File: config.mk
export PLATFORM = sky130hd
export DESIGN_NAME = adder_datapath_seq
export DESIGN_NICKNAME = d
export VERILOG_FILES = /design/src/rtl/adder_datapath_seq.sv
export SDC_FILE = /design/constraint.sdc
export NUM_CORES = 1
export LEC_CHECK = 0
export ABC_CLOCK_PERIOD_IN_PS = 5500
export CORE_MARGIN = 2
export CORE_UTILIZATION = 40
export DETAILED_ROUTE_END_ITERATION = 8
export PLACE_DENSITY = 0.7
export SLEW_MARGIN = 25
export SYNTH_ARGS = -nofsm -noshare
export SYNTH_HDL_FRONTEND = slang
export SYNTH_SLANG_ARGS = --single-unit
File: constraint.sdc
create_clock -name Clk -period 5.5 [get_ports Clk]
set_input_delay 1.1 -clock Clk [delete_from_list [all_inputs] [get_ports Clk]]
set_output_delay 1.1 -clock Clk [all_outputs]
set_load 0.1 [all_outputs]
File: src/rtl/adder_datapath_seq.sv
// Multi-cycle accumulator datapath: A <= A +/- B, one SLICE-bit slice per clock with a
// registered inter-slice carry. Result is exposed as {cout, A}.
module adder_datapath_seq #(
  parameter int unsigned WIDTH = 16,
  parameter int unsigned SLICE = 4
) (
  input  logic             Clk,
  input  logic             Reset,
  input  logic [WIDTH-1:0] Din,
  input  logic             LoadB,
  input  logic             ClearA,
  input  logic             Sub,
  input  logic             Run,
  output logic [WIDTH:0]   reg_out,
  output logic             Busy,
  output logic             Done,
  output logic             Ovf,
  output logic [3:0]       LED
);

  localparam int unsigned NSLICE = WIDTH / SLICE;
  localparam int unsigned IdxW   = (NSLICE > 1) ? $clog2(NSLICE) : 1;
  localparam logic [IdxW-1:0] LastIdx = IdxW'(NSLICE - 1);

  if ((SLICE < 1) || (SLICE > WIDTH) || ((WIDTH % SLICE) != 0)) begin : g_bad_param
    $error("adder_datapath_seq: SLICE must divide WIDTH and lie in 1..WIDTH");
  end

  typedef enum logic [1:0] {StIdle, StAdd, StDone} state_e;

  state_e           state_q;
  logic [WIDTH-1:0] a_q;
  logic [WIDTH-1:0] b_q;
  logic             cout_q;
  logic             carry_q;
  logic             ovf_q;
  logic             sub_q;
  logic             run_prev_q;
  logic [IdxW-1:0]  idx_q;

  logic             start;
  logic [31:0]      base;
  logic [SLICE-1:0] a_s;
  logic [SLICE-1:0] b_s;
  logic [SLICE:0]   sum;
  logic             ovf_next;

  // Slice adder; on the last slice the slice MSBs are the word MSBs, giving signed overflow.
  always_comb begin
    start    = (state_q == StIdle) && run_prev_q && !Run;
    base     = 32'(idx_q) * SLICE;
    a_s      = a_q[base +: SLICE];
    b_s      = b_q[base +: SLICE] ^ {SLICE{sub_q}};
    sum      = {1'b0, a_s} + {1'b0, b_s} + {{SLICE{1'b0}}, carry_q};
    ovf_next = (a_s[SLICE-1] == b_s[SLICE-1]) && (sum[SLICE-1] != a_s[SLICE-1]);
  end

  always_ff @(posedge Clk or posedge Reset) begin
    if (Reset) begin
      state_q    <= StIdle;
      a_q        <= '0;
      b_q        <= '0;
      cout_q     <= 1'b0;
      carry_q    <= 1'b0;
      ovf_q      <= 1'b0;
      sub_q      <= 1'b0;
      run_prev_q <= 1'b1;
      idx_q      <= '0;
    end else begin
      run_prev_q <= Run;
      unique case (state_q)
        StIdle: begin
          if (!LoadB) b_q <= Din;
          if (start) begin
            sub_q   <= Sub;
            carry_q <= Sub;
            idx_q   <= '0;
            state_q <= StAdd;
          end else if (!ClearA) begin
            a_q    <= '0;
            cout_q <= 1'b0;
            ovf_q  <= 1'b0;
          end
        end
        StAdd: begin
          a_q[base +: SLICE] <= sum[SLICE-1:0];
          carry_q            <= sum[SLICE];
          if (idx_q == LastIdx) begin
            idx_q   <= '0;
            cout_q  <= sum[SLICE];
            ovf_q   <= ovf_next;
            state_q <= StDone;
          end else begin
            idx_q <= idx_q + 1'b1;
          end
        end
        StDone: begin
          // Only leave once Run is seen high, so a held-low Run cannot retrigger.
          if (Run) state_q <= StIdle;
        end
        default: state_q <= StIdle;
      endcase
    end
  end

  always_comb begin
    reg_out = {cout_q, a_q};
    Busy    = (state_q == StAdd);
    Done    = (state_q == StDone);
    Ovf     = ovf_q;
    LED     = {Done, Busy, sub_q, Ovf};
  end

endmodule
==> metrics.json, run 1 <==
{
  "io-pin-count": 46,
  "max_clock_freq_mhz": 290,
  "maximum_cell_stage_delay_along_the_critical_path_ps": 1160,
  "r2r_end": "carry_q",
  "grt_max_degree": 42,
  "holdCritPathClass": "flip-flop to flip-flop",
  "cts_tree": "done",
  "fin_nets": 235,
  "slew_viol_final": 0,
  "max_slew.worst_pin.slew_ps": 974,
  "crit_chain": "nor2b_4, clkdlybuf4s50_1",
  "post-route-period-util_pct": 62.8,
  "final.setup_skew_ps": 4.90,
  "tritoncts_num_sinks": 41,
  "routed_wirelength_um": 4520,
  "diodes": 0,
  "cell_with_the_largest_stage_delay_on_the_worst_path": "clkdlybuf4s50_1",
  "status": "finished, final reports clean",
  "clk_pin_slew_worst_paths_ps": 80,
  "mappedNetlistNets": 193,
  "timing.rr.start": "idx_q[0]",
  "first_pass_grt_wire_length_um": 7290,
  "maxSlewHeadroom_pct": 34.8,
  "yosys_warnings": 0,
  "total_vias_in_the_final_route": 1450,
  "die_width_um": 77.0,
  "cp.required_ps": 4400,
  "postCtsResizedCells": 0,
  "dp_hpwl_um": 3280,
  "number_of_hold_violations_in_the_final_report": 0,
  "detail_route.wl_per_cell_um": 16.4,
  "dr.pass1.iters": 5,
  "vias_per_cell": 5.27,
  "area_added_between_synthesis_and_finish_pct": 27.7,
  "crit_path_end_kind": "primary output",
  "rows": 26,
  "globalRouteOverflowTotal": 0,
  "floorplan.initialDensity_pct": 41.5,
  "antenna_found_initial": 0,
  "fin_util_pct": 52.9,
  "layout_commonest_cell": "clkdlybuf4s50_1",
  "timing.final.setup_violations": 0,
  "clk_root_buffer_cell": "clkbuf_8",
  "clk-insertion-delay-late_ps": 290,
  "first_global_vias": 1426,
  "port-buffer-count": 45,
  "grt_setup_unrepaired": "false",
  "post_cts_hold_buffer_count": 0,
  "placeableCoreArea_mm2": 0.00514,
  "final_layout_size_suffix_gt1_share_pct": 16.1,
  "cts.htree.levels": 2,
  "synth-seq-cells": 41,
  "setup_total_negative_slack_ps": 0,
  "arrival_ps": 2350,
  "critical_path_class": "flip-flop to primary output",
  "synth-seq-area-share_pct": 48.2,
  "ant_nets": 0,
  "cp_max_fo": 13,
  "drcViolationCount": 0,
  "die_area_mm2": 0.00593,
  "yosysUniqueCellTypes": 34,
  "grt_use_total_pct": 15.9,
  "routabilityCongestion": 0.783,
  "detailedRoute.firstIterationViolations": 96,
  "post_cts.repair.setup_buffers": 0,
  "synth_cells": 162,
  "timing.critical_path.from": "state_q[0]",
  "synth.avg_cell_area_um2": 13.2,
  "worst-r2r-cell-count": 8,
  "syn-cell-area_mm2": 0.00213,
  "maxCapViolCount": 0,
  "layout.cells.most_common_list": "clkdlybuf4s50_1, dfrtp_1, a22o_1",
  "ff2ff_setup_slack_ps": 2500,
  "cts.path.max_buffers": 2,
  "post_route_minimum_period_ps": 3450,
  "timing.critical_path.from_type": "flip-flop",
  "cts-buffers-inserted": 5,
  "critical_path.endpoint": "Busy",
  "die_h_um": 77.0
}
==> cells in the mapped netlist (all sizes together) <==
| cell | n | area, µm² |
|---|---|---|
| or2b | 1 | 7.51 |
| nor3 | 3 | 31.3 |
| xnor2 | 1 | 8.76 |
| and3b | 1 | 8.76 |
| dfstp | 1 | 26.3 |
| nand2b | 1 | 6.26 |
| buf | 11 | 71.3 |
| a21o | 6 | 45.0 |
| a32o | 1 | 11.3 |
| fa | 2 | 40.0 |
| nor3b | 2 | 25.0 |
| o21ai | 5 | 25.0 |
| nand2 | 11 | 41.3 |
| a221o | 1 | 10.0 |
| and3 | 1 | 6.26 |
| dfrtp | 40 | 1000 |
| mux4 | 8 | 180 |
| nor2 | 4 | 15.0 |
| inv | 8 | 30.0 |
| xor2 | 6 | 52.6 |
| ha | 7 | 87.6 |
| a22o | 17 | 149 |
| nor2b | 2 | 20.0 |
| mux2 | 18 | 203 |
| nand3b | 1 | 7.51 |
| or3 | 1 | 11.3 |
| a21oi | 2 | 10.0 |
==> state kept, by name (all words and copies together), names as in the netlist <==
name and flops:
b_q 16, state_q 2, idx_q 2, Ovf 1, cout_q 1, sub_q 1
carry_q 1, run_prev_q 1, a_q 16
==> kinds of logic (layout without fill, tap and decap cells) <==
family                     count (synthesis)  count (layout)  share of synthesized area, %
AOI/OAI and AO/OA                         32              32                          11.7
muxes                                     26              26                          18.0
xor gates and xnor gates                   7               7                          2.88
and+or+nand+nor                           28              28                          8.46
adders and majority gates                  9               9                          5.99
DFF                                       41              41                          48.2
buffers and inverters                     19              62                          4.76
==> cell type report <==
type	count	area, µm²
sequential	41	1030
fill	470	2420
timing repair buffer	46	458
inverter	8	30.0
clock buffer	7	86.3
tap	70	87.6
clock inverter	1	30.0
multi-input combinational	102	1000
==> worst max-delay path, delay by kind of cell, from the launching register on <==
family / cells / cell delay [ps]
AND/OR/NAND/NOR: 1 / 300
flip-flops: 1 / 600
buffers and inverters: 1 / 1160
==> layer usage <==
| layer | track usage, % | share of wire (%) | wire length (µm) | up-vias |
|---|---|---|---|---|
| li1 | - | - | - | 670 |
| met1 | 23.9 | 47 | 2120 | 734 |
| met2 | 22.5 | 47 | 2140 | 42 |
| met3 | 3.65 | 5.0 | 224 | 4 |
| met4 | 5.89 | 0.84 | 38 | 0 |
| met5 | 0 | 0 | 0 | - |
==> how the worst min path moves through the flow <==
stage           start  endpoint  slack, ps  depth (start not counted)
3_3_place_gp   b_q[5]    b_q[5]        460                          1
6_report       b_q[8]    b_q[8]        490                          1
2_1_floorplan  b_q[8]    b_q[8]        450                          1
4_1_cts        b_q[8]    b_q[8]        500                          1
3_5_place_dp   b_q[8]    b_q[8]        480                          1
5_1_grt        b_q[0]    b_q[0]        510                          1
==> through the flow <==
step / std cells / instance area, µm² / hold slack [ps] / setup WS, ps
floorplan: 162 / 2130 / 452 / 2630
global placement: 267 / 2610 / 463 / 2380
detailed placement: 267 / 2610 / 478 / 2380
CTS: 275 / 2720 / 496 / 2040
global route: 275 / 2720 / 509 / 1920
finish: 275 / 2720 / 492 / 2050
Power of run 1 is not shown: default switching activity piles up to over one toggle a cycle in this logic, so the estimate is an artifact.
==> run 2: changes to the inputs <==
ABC_CLOCK_PERIOD_IN_PS = 3300   (was 5500)
clock period = 3.3 ns   (was 5.5 ns; I/O delays follow)
==> metrics.json, run 2 (synthesis gave the netlist of run 1 again) <==
{
  "status": "finished, final reports clean",
  "cts.htree.levels": {"value": 2, "change": "unchanged"},
  "fin_nets": {"value": 236, "change": "+0.43%"},
  "final.setup_skew": {"value": 7.97, "unit": "ps", "change": "+3.07 ps"},
  "die_width": {"value": 77.0, "unit": "µm", "change": "unchanged"},
  "cp_max_fo": {"value": 10, "change": "-3"},
  "timing.critical_path.from_type": "flip-flop",
  "critical_path_class": "flip-flop to flip-flop",
  "setup_total_negative_slack": {"value": 0, "unit": "ps", "change": "unchanged"},
  "layout_commonest_cell": "dfrtp_1",
  "clk_pin_slew_worst_paths": {"value": 80, "unit": "ps", "change": "about the same"},
  "final_hold_slack": {"value": 485, "unit": "ps", "change": "-6.49 ps"},
  "nFillCells": {"value": 488, "change": "+3.8%"},
  "maxSlewHeadroom": {"value": 50.0, "unit": "%", "change": "+15 points"},
  "detailedRoute.firstIterationViolations": {"value": 90, "change": "-6.3%"},
  "ant_nets": {"value": 0, "change": "unchanged"},
  "post-route-period-util_pct": 86.2,
  "ff2ff_setup_slack": {"value": 460, "unit": "ps", "change": "-2040 ps"},
  "arrival": {"value": 3020, "unit": "ps", "change": "+670 ps"},
  "max_clock_freq_mhz": 352,
  "final_layout_size_suffix_gt1_share": {"value": 28.3, "unit": "%", "change": "+12 points"},
  "fin_util": {"value": 51.4, "unit": "%", "change": "-1.5 points"},
  "routed_wirelength": {"value": 4440, "unit": "µm", "change": "-1.7%"},
  "holdCritPathClass": "flip-flop to flip-flop",
  "grt_use_total": {"value": 15.8, "unit": "%", "change": "-0.15 points"},
  "cts_tree": "done",
  "post_cts.repair.setup_buffers": {"value": 0, "change": "unchanged"},
  "grt_max_degree": {"value": 42, "change": "unchanged"},
  "cp.required": {"value": 3480, "unit": "ps", "change": "-920 ps"},
  "slew_viol_final": {"value": 0, "change": "unchanged"},
  "post_cts_hold_buffer_count": {"value": 0, "change": "unchanged"},
  "clk-insertion-delay-late": {"value": 290, "unit": "ps", "change": "about the same"},
  "crit_path_end_kind": "flip-flop",
  "clk_root_buffer_cell": "clkbuf_8",
  "timing.final.setup_violations": {"value": 0, "change": "unchanged"},
  "maxCapViolCount": {"value": 0, "change": "unchanged"},
  "diodes": {"value": 0, "change": "unchanged"},
  "floorplan.initialDensity": {"value": 41.5, "unit": "%", "change": "unchanged"},
  "top_flop_regs": "a_q x16, b_q x16",
  "worst-r2r-cell-count": {"value": 8, "change": "unchanged"},
  "first_pass_grt_wire_length": {"value": 7170, "unit": "µm", "change": "-1.7%"},
  "die_area": {"value": 0.00593, "unit": "mm²", "change": "unchanged"},
  "dp_hpwl": {"value": 3290, "unit": "µm", "change": "+0.25%"},
  "drcViolationCount": {"value": 0, "change": "unchanged"},
  "dr.pass1.iters": {"value": 4, "change": "-1"},
  "grt_setup_unrepaired": "false",
  "cts.path.max_buffers": {"value": 2, "change": "unchanged"},
  "port-buffer-count": {"value": 45, "change": "unchanged"},
  "layout.cells.most_common_list": "dfrtp_1, buf_4, clkdlybuf4s50_1",
  "area_added_between_synthesis_and_finish_pct": 24.0,
  "hold_path_depth": {"value": 1, "change": "unchanged"},
  "globalRouteOverflowTotal": {"value": 0, "change": "unchanged"},
  "die_h": {"value": 77.0, "unit": "µm", "change": "unchanged"},
  "antenna_found_initial": {"value": 0, "change": "unchanged"},
  "detail_route.wl_per_cell": {"value": 16.1, "unit": "µm", "change": "-1.7%"},
  "r2r_end": "carry_q",
  "rows": {"value": 26, "change": "unchanged"},
  "post_route_minimum_period_ps": 2840,
  "first_global_vias": {"value": 1404, "change": "-1.5%"},
  "routabilityCongestion": {"value": 0.801, "change": "+2.2%"},
  "timing.rr.start": "idx_q[0]",
  "io-pin-count": {"value": 46, "change": "unchanged"},
  "total_vias_in_the_final_route": {"value": 1438, "change": "-0.83%"},
  "placeableCoreArea": {"value": 0.00514, "unit": "mm²", "change": "unchanged"},
  "vias_per_cell": {"value": 5.23, "change": "-0.83%"},
  "number_of_hold_violations_in_the_final_report": {"value": 0, "change": "unchanged"},
  "worst_hold_path.endpoint": "b_q[3]",
  "max_slew.worst_pin.slew": {"value": 747, "unit": "ps", "change": "-227 ps"},
  "tritoncts_num_sinks": {"value": 41, "change": "unchanged"},
  "cts-buffers-inserted": {"value": 5, "change": "unchanged"},
  "worstHoldStart": "b_q[3]",
  "postCtsResizedCells": {"value": 0, "change": "unchanged"}
}
-- run 2: cell types whose count changed in the layout (fill, tap and decap cells not counted), sizes merged --
cell	previous run	this run
bufinv	1	0
clkdlybuf4s50	45	21
clkinvlp	0	1
buf	1	26
clkbuf	7	6
-- run 2: how the worst max path moves through the flow --
stage	cells past startpoint	slack (ps)	to	startpoint
2_1_floorplan	8	520	carry_q	a_q[12]
3_3_place_gp	8	530	carry_q	idx_q[0]
3_5_place_dp	8	450	carry_q	idx_q[0]
4_1_cts	8	440	carry_q	idx_q[0]
5_1_grt	8	280	carry_q	idx_q[0]
6_report	8	460	carry_q	idx_q[0]
-- run 2: final cells by class --
type	count	area (µm²)	share of cell area, %
multi-input combinational	102	1000	37.9
tap	70	87.6	3.31
timing repair buffer	47	405	15.3
sequential	41	1030	38.9
clock buffer	6	82.6	3.13
clock inverter	1	7.51	0.284
inverter	8	30.0	1.14
-- run 2: layer usage --
layer  part of all wire, %  wire length [µm]  up-vias  GRT usage [%]
met3                   4.1               183        4           3.41
met5                     0                 0        -              0
met2                    46              2030       34           22.6
li1                      -                 -      667              -
met4                   1.1                47        0           5.71
met1                    49              2180      733           23.5
-- run 2: critical path, cell delays in order (launching register included) --
cell     delay (ps)
dfrtp_1         610
mux4_2          580
xnor2_1         180
fa_1            210
inv_1            50
fa_1            400
a21o_1          190
a21o_1          180
a221o_1         310
-- run 2: metrics by stage --
stage	setup slack, ps	instance area (µm²)	std cells
floorplan	516	2130	162
global placement	534	2550	268
detailed placement	445	2550	268
CTS	439	2640	275
global route	285	2640	275
finish	456	2640	275
Power of run 2 is left out for the same reason.
==> run 3: changes to the inputs <==
ABC_CLOCK_PERIOD_IN_PS = 2700   (was 3300)
CORE_MARGIN = 10   (was 2)
clock period = 2.7 ns   (was 3.3 ns; I/O delays follow)
==> metrics.json, run 3 (synthesis gave the netlist of run 1 again) <==
{
  "status": "finished, final reports clean",
  "port-buffer-count": {"value": 45, "change": "unchanged"},
  "routed_wirelength": {"value": 4950, "unit": "µm", "change": "+12%"},
  "floorplan.initialDensity": {"value": 41.5, "unit": "%", "change": "unchanged"},
  "cts.htree.levels": {"value": 2, "change": "unchanged"},
  "clk-insertion-delay-late": {"value": 300, "unit": "ps", "change": "about the same"},
  "dr.pass1.iters": {"value": 4, "change": "unchanged"},
  "clk_root_buffer_cell": "clkbuf_8",
  "holdCritPathClass": "flip-flop to flip-flop",
  "grt_use_total": {"value": 11.8, "unit": "%", "change": "-4.0 points"},
  "cp_max_fo": {"value": 4, "change": "-6"},
  "post_cts_hold_buffer_count": {"value": 0, "change": "unchanged"},
  "post-route-period-util": {"value": 95.4, "unit": "%", "change": "+9.2 points"},
  "die_area": {"value": 0.00865, "unit": "mm²", "change": "+46%"},
  "globalRouteOverflowTotal": {"value": 0, "change": "unchanged"},
  "drcViolationCount": {"value": 0, "change": "unchanged"},
  "arrival": {"value": 2760, "unit": "ps", "change": "-260 ps"},
  "setup_total_negative_slack": {"value": 0, "unit": "ps", "change": "unchanged"},
  "cts_tree": "done",
  "total_vias_in_the_final_route": {"value": 1470, "change": "+2.2%"},
  "grt_setup_unrepaired": "false",
  "vias_per_cell": {"value": 5.19, "change": "-0.66%"},
  "max_clock_freq": {"value": 388, "unit": "MHz", "change": "+10%"},
  "slew_viol_final": {"value": 0, "change": "unchanged"},
  "rows": {"value": 26, "change": "unchanged"},
  "clk_pin_slew_worst_paths": {"value": 80, "unit": "ps", "change": "about the same"},
  "multi_input_area": {"value": 0.00101, "unit": "mm²", "change": "+1.2%"},
  "dp_hpwl": {"value": 3730, "unit": "µm", "change": "+13%"},
  "fin_nets": {"value": 243, "change": "+3.0%"},
  "timing.critical_path.from_type": "flip-flop",
  "final.setup_skew": {"value": 4.59, "unit": "ps", "change": "-3.38 ps"},
  "die_h": {"value": 93.0, "unit": "µm", "change": "+21%"},
  "first_pass_grt_wire_length": {"value": 7940, "unit": "µm", "change": "+11%"},
  "ff2ff_setup_slack": {"value": 120, "unit": "ps", "change": "-330 ps"},
  "diodes": {"value": 0, "change": "unchanged"},
  "cp.required": {"value": 2890, "unit": "ps", "change": "-590 ps"},
  "io-pin-count": {"value": 46, "change": "unchanged"},
  "ant_nets": {"value": 0, "change": "unchanged"},
  "layout.cells.most_common_list": "dfrtp_1, buf_4, clkdlybuf4s50_1",
  "post_route_minimum_period": {"value": 2580, "unit": "ps", "change": "-269 ps"},
  "grt_max_degree": {"value": 26, "change": "-38%"},
  "final.setup.worst_slack": {"value": 125, "unit": "ps", "change": "-331 ps"},
  "pre_cts_slack": {"value": 77.2, "unit": "ps", "change": "-368 ps"},
  "maxSlewHeadroom": {"value": 55.1, "unit": "%", "change": "+5.1 points"},
  "maxCapViolCount": {"value": 0, "change": "unchanged"},
  "register_area": {"value": 0.00103, "unit": "mm²", "change": "+0.61%"},
  "number_of_hold_violations_in_the_final_report": {"value": 0, "change": "unchanged"},
  "routabilityCongestion": {"value": 0.804, "change": "+0.41%"},
  "top_flop_regs": "a_q x16, b_q x16",
  "detailedRoute.firstIterationViolations": {"value": 73, "change": "-19%"},
  "layout_commonest_cell": "dfrtp_1",
  "critical_path_class": "flip-flop to flip-flop",
  "placeableCoreArea": {"value": 0.00514, "unit": "mm²", "change": "unchanged"},
  "antenna_found_initial": {"value": 0, "change": "unchanged"},
  "final_layout_size_suffix_gt1_share": {"value": 34.7, "unit": "%", "change": "+6.4 points"},
  "crit_path_end_kind": "flip-flop",
  "final_hold_slack": {"value": 489, "unit": "ps", "change": "+4.18 ps"},
  "max_slew.worst_pin.slew": {"value": 673, "unit": "ps", "change": "-74.6 ps"},
  "cts.path.max_buffers": {"value": 2, "change": "unchanged"},
  "cts-buffers-inserted": {"value": 5, "change": "unchanged"},
  "fin_util": {"value": 54.0, "unit": "%", "change": "+2.6 points"},
  "tritoncts_num_sinks": {"value": 41, "change": "unchanged"},
  "area_added_between_synthesis_and_finish_pct": 30.2,
  "nFillCells": {"value": 477, "change": "-2.3%"},
  "die_width": {"value": 93.0, "unit": "µm", "change": "+21%"},
  "timing.final.setup_violations": {"value": 0, "change": "unchanged"},
  "detail_route.wl_per_cell": {"value": 17.5, "unit": "µm", "change": "+8.4%"},
  "first_global_vias": {"value": 1556, "change": "+11%"}
}
==> run 3: cell types whose count changed in the layout (fill, tap and decap cells not counted) <==
| cell | before | now |
|---|---|---|
| inv_6 | 0 | 1 |
| dfrtp_1 | 40 | 35 |
| buf_4 | 26 | 32 |
| fa_1 | 2 | 0 |
| fa_2 | 0 | 2 |
| xnor2_1 | 1 | 0 |
| dfrtp_2 | 0 | 5 |
| clkbuf_8 | 6 | 5 |
| bufinv_16 | 0 | 2 |
| clkinvlp_4 | 1 | 0 |
| buf_12 | 0 | 1 |
| xnor2_2 | 0 | 1 |
==> run 3: final timing paths <==
path | cells after the start | from | endpoint
min in group asynchronous | 2 | Reset | a_q[6]
max reg2reg | 8 | idx_q[0] | carry_q
min reg2reg | 1 | b_q[6] | b_q[6]
max in group asynchronous | 3 | Reset | run_prev_q
min | 1 | b_q[6] | b_q[6]
max | 8 | idx_q[0] | carry_q
==> run 3: layer usage <==
layer | up-vias | track usage [%] | routed length (µm) | share of wire [%]
li1 | 679 | - | - | -
met1 | 736 | 15.2 | 2240 | 45
met2 | 45 | 17.4 | 2360 | 48
met3 | 10 | 3.28 | 231 | 4.7
met4 | 0 | 6.68 | 119 | 2.4
met5 | - | 0 | 0 | 0
==> run 3: through the flow <==
| step | instances | cell area (µm²) |
|---|---|---|
| after CTS | 280 | 2740 |
| after floorplan | 162 | 2140 |
| after detailed placement | 272 | 2600 |
| after global routing | 283 | 2770 |
| final | 283 | 2770 |
| after global placement | 272 | 2600 |
==> run 3: area by class of cell <==
cell class	count	area share, %
Clock buffer	5	2.48
Clock inverter	3	2.48
Inverter	8	1.08
Multi-Input combinational cell	102	36.6
Sequential cell	41	37.3
Tap cell	70	3.16
Timing Repair Buffer	54	17.0
==> run 3: timing repair <==
| item | 4_1_cts | 5_1_grt |
|---|---|---|
| endpoints found under the setup margin | 0 | 2 |
| setup buffers | 0 | 3 |
| hold endpoints to repair | 0 | 0 |
| gates resized for setup | 0 | 4 |
==> run 3: worst max-delay path, cell delays in order (launching register included) <==
cell	delay [ps]
dfrtp_2	410
mux4_2	530
xnor2_2	200
fa_2	230
inv_1	50
fa_2	340
a21o_1	180
a21o_1	190
a221o_1	330
Power of run 3 is left out for the same reason.
